### src/rtl/hazard_ctrl.sv
// hazard_ctrl: load-use / branch-flush detection plus multi-cycle MUL sequencing.
// In: ID/EX operands and control. Out: Stall/Bubble/Flush, MulStart/Busy/WB/Rd.
module hazard_ctrl #(
  parameter int unsigned MUL_LAT = 4
) (
  input  logic       clk_i,
  input  logic       rst_i,
  input  logic [4:0] IFID_rs1_i,
  input  logic [4:0] IFID_rs2_i,
  input  logic       IFID_UsesRs2_i,
  input  logic [4:0] ID_rd_i,
  input  logic       ID_MulReq_i,
  input  logic [4:0] IDEX_rd_i,
  input  logic       IDEX_MemRead_i,
  input  logic       EX_BranchTaken_i,
  output logic       Stall_o,
  output logic       Bubble_o,
  output logic       Flush_o,
  output logic       MulStart_o,
  output logic       MulBusy_o,
  output logic       MulWB_o,
  output logic [4:0] MulRd_o
);

  typedef enum logic [1:0] {
    IDLE = 2'd0,
    BUSY = 2'd1,
    WB   = 2'd2
  } state_t;

  localparam logic [3:0] CNT_INIT = 4'(MUL_LAT - 1);

  state_t     state_q;
  state_t     state_d;
  logic [3:0] cnt_q;
  logic [4:0] mul_rd_q;

  logic lu;
  logic raw;
  logic st;
  logic hz;
  logic start;
  logic idle;

  function automatic logic match(
    input logic [4:0] r,
    input logic [4:0] rs1,
    input logic [4:0] rs2,
    input logic       use2
  );
    return (r != 5'd0) &&
           ((r == rs1) || (use2 && (r == rs2)));
  endfunction

  assign idle = (state_q == IDLE);

  assign lu = IDEX_MemRead_i &
              match(IDEX_rd_i, IFID_rs1_i,
                    IFID_rs2_i, IFID_UsesRs2_i);

  // Held through WB: the dedicated write port
  // only lands the result at the end of WB.
  assign raw = !idle &
               match(mul_rd_q, IFID_rs1_i,
                     IFID_rs2_i, IFID_UsesRs2_i);

  assign st = ID_MulReq_i & !idle;
  assign hz = lu | raw | st;

  assign start = ID_MulReq_i & idle &
                 !lu & !EX_BranchTaken_i;

  always_ff @(posedge clk_i or negedge rst_i) begin
    if (!rst_i) begin
      state_q  <= IDLE;
      cnt_q    <= 4'd0;
      mul_rd_q <= 5'd0;
    end else begin
      state_q <= state_d;
      if (start) begin
        cnt_q    <= CNT_INIT;
        mul_rd_q <= ID_rd_i;
      end else if (state_q == BUSY) begin
        cnt_q <= cnt_q - 4'd1;
      end
    end
  end

  always_comb begin
    state_d = state_q;
    unique case (state_q)
      IDLE: if (start) state_d = BUSY;
      BUSY: if (cnt_q == 4'd1) state_d = WB;
      WB:   state_d = IDLE;
      default: state_d = IDLE;
    endcase
  end

  // Outputs are forced low while reset is
  // asserted, including input-driven terms.
  always_comb begin
    Flush_o    = rst_i & EX_BranchTaken_i;
    Stall_o    = rst_i & hz & !EX_BranchTaken_i;
    Bubble_o   = rst_i & (hz | EX_BranchTaken_i);
    MulStart_o = rst_i & start;
    MulBusy_o  = rst_i & !idle;
    MulWB_o    = rst_i & (state_q == WB);
    MulRd_o    = rst_i ? mul_rd_q : 5'd0;
  end

endmodule

### config.mk
export PLATFORM = sky130hd
export DESIGN_NAME = hazard_ctrl
export DESIGN_NICKNAME = d
export VERILOG_FILES = /design/src/rtl/hazard_ctrl.sv
export SDC_FILE = /design/constraint.sdc
export NUM_CORES = 1
export LEC_CHECK = 0
export ABC_AREA = 0
export BUFFER_PORTS_ARGS = -buffer_cell sky130_fd_sc_hd__buf_2
export CORE_AREA = 2 2 45 47
export DETAILED_ROUTE_END_ITERATION = 8
export DIE_AREA = 0 0 47 49
export HOLD_SLACK_MARGIN = 0.12
export PLACE_DENSITY = 0.8
export SLEW_MARGIN = 20
export SYNTH_ARGS = -nofsm -noshare
export SYNTH_HDL_FRONTEND = slang
export SYNTH_SLANG_ARGS = --single-unit
### constraint.sdc
create_clock -name clk_i -period 3.33 [get_ports clk_i]
set_input_delay 0 -clock clk_i [delete_from_list [all_inputs] [get_ports clk_i]]
set_output_delay 0 -clock clk_i [all_outputs]
set_load 0.01 [all_outputs]
==> impl_metrics.ini <==
[status]
status = complete, no violations

[sta]
fin_tns_setup_ns = 0
finalCritPeriodShare_pct = 60.4
setup_ws_ns = 1.32
relSlewSlack_pct = 77.2
fmax_ghz = 0.497
finalHoldViolCount = 0
finalCriticalPeriod_ns = 2.01
worstMarginPinSlew_ns = 0.339
slew_viol_final = 0
finalClockSkew_ns = 0.00128
setup_violations = 0
rsz0062_at_grt = no

[synthesis]
synth-seq-area-share_pct = 32.0
ys_ff_latch = 11
yosysTopAreaCellShare_pct = 32.0
ys_types = 27
syn_nets = 116
synth_ff_type = dfrtp_1
synth_edf_count = 0
yosysWarnings = 0
synth_cells = 88
ys_top_cells_by_area = dfrtp_1, xnor2_1, xor2_1
async_reset_ff_share_pct = 100
synth_area_leader_cell = dfrtp_1
syn_area_um2 = 861
synth_area_per_cell_um2 = 9.78

[pwr]
power.density_mw_per_mm2 = 622
ir_worst_vdd_mv = 0.319
p_leak_nw = 0.566

[clock_tree]
root_buffer = clkbuf_4
clk_pin_slew_worst_paths_ns = 0.07
clock_latency_ns = 0.26
cts_sinks = 11
cts_tree = built
clockBufferDepth = 2
ctsResizeCount = 0
htreeDepth = 1
numCtsBuffers = 3

[floorplan]
fp.dieH_um = 49
dieArea_mm2 = 0.00230
die_w_um = 47
start_util_pct = 46.7
placementRows = 16
pin_count = 37
core_mm2 = 0.00184

[worst_setup_path]
worstRegToRegCells = 5
r2r_slack_ns = 1.76
crit_slowest_cell = or4_1
cpPeakStageDelay_ns = 0.53
critPathRequiredTime_ns = 3.33
r2r-start = state_q[0]
critPathMaxFanout = 5
worstPathArrival_ns = 2.01
r2r_end = mul_rd_q[3]
path_class = register to output port
worstSetupEndpointType = output port
worstPathCellList = or4_1, nor2_1, nor3_1, o32ai_2, a31oi_1, buf_2
critPathLaunchType = register

[drt]
drtIter0Drc = 8
via_count = 774
firstDrtPassIters = 3
drt_wl_total_um = 1960
avgViaCountPerCell = 4.78
routedWlPerCell_um = 12.1
drc_errors = 0
antenna_left = 0

[placement]
place_ws_ns = 1.62
dpl.hpwl_um = 1620
gp_congestion = 0.766
portBuffers = 36

[global_route]
grt_pass1_wl_um = 3290
grt_max_degree = 19
grt_usage_pct = 19.3
antenna_found_initial = 0
grt_pass1_vias = 779
overflow = 0

[finish]
final_common_cell = buf_2
antennaDiodeCount = 0
layout_common_cells = buf_2, xnor2_1, xor2_1, dfrtp_1
layout-drive-gt1-share_pct = 35.6
fillers = 177
area_growth_pct = 36.0
nNetsFinal = 164
multi_input_area_um2 = 567
regArea_um2 = 275

[run]
max_cap_viol_count = 0

[hold_path]
hold_end = cnt_q[0]
min_path_cells = 4
hp-class = input port to register
hp-start = IDEX_MemRead_i
[worst max path at each step]
stage,end,cells past startpoint,start,slack [ns]
4_1_cts,Bubble_o,6,mul_rd_q[3],1.33
3_3_place_gp,Bubble_o,6,mul_rd_q[3],1.65
6_report,Bubble_o,6,mul_rd_q[3],1.32
3_5_place_dp,Bubble_o,6,mul_rd_q[3],1.62
2_1_floorplan,Bubble_o,5,mul_rd_q[3],1.80
5_1_grt,Bubble_o,6,mul_rd_q[3],1.16
[cell families after synthesis]
logic type / synth area share (%)
adder cells (fa/ha/maj): 2.91
XOR/XNOR: 23.4
buffers and inverters: 2.18
AO/OA/AOI/OAI: 9.74
flip-flops: 32.0
multiplexers: 8.72
AND/OR/NAND/NOR: 21.1
[metrics by stage]
stage	std cells	util (%)	instance area (um2)	power, mW	hold slack (ns)
global placement	151	58.4	1070	0.619	-0.0884
global route	162	63.6	1170	0.794	0.172
finish	162	63.6	1170	0.729	0.156
CTS	162	63.6	1170	0.735	0.157
detailed placement	151	58.4	1070	0.636	-0.0812
floorplan	88	-	861	0.532	-0.296
[state kept, by name, summed over array words and instances, names as in the netlist]
register / count
state_q: 2
mul_rd_q: 5
cnt_q: 4
[critical path, delay by kind of cell (launching register included)]
family / cells / cell delay (ns)
buf+inv: 1 / 0.14
flops: 1 / 0.44
compound gates: 2 / 0.40
simple gates: 3 / 0.77
[synth_stat cells (all sizes together) (2+ instances only)]
cell,number
and2,5
o21ai,3
inv,5
xor2,11
mux2,5
nor3,2
nor3b,3
xnor2,12
a21oi,3
nand2,5
nor4,3
nor2,7
dfrtp,11
ha,2
or4,2
[routing by layer]
metal / global-route usage, % / routed length [um] / up-vias
met5: 0 / 0 / -
met4: 2.78 / 0 / 0
met3: 4.44 / 70 / 0
met2: 36.3 / 1080 / 18
met1: 21.2 / 816 / 357
li1: - / - / 399
[where the power goes]
group / internal, mW / leakage [nW] / total, mW / switching (mW)
combinational: 0.203 / 0.417 / 0.362 / 0.159
sequential: 0.197 / 0.134 / 0.277 / 0.0798
clock: 0.0462 / 0.0150 / 0.0903 / 0.0440
total: 0.446 / 0.566 / 0.729 / 0.283
[what timing repair did]
| action | 4_1_cts | 5_1_grt |
|---|---|---|
| endpoints found under the setup margin | 0 | 0 |
| buffers inserted | 0 | 0 |
| hold buffers | 7 | 0 |
| endpoints found under the hold margin | 18 | 0 |
[layout make-up]
cell class | instances | area share (%)
Clock buffer | 4 | 2.24
Inverter | 5 | 1.60
Multi-Input combinational cell | 72 | 48.4
Sequential cell | 11 | 23.5
Tap cell | 27 | 2.88
Timing Repair Buffer | 43 | 21.4
No activity file was read; power rests on OpenSTA's default activity.
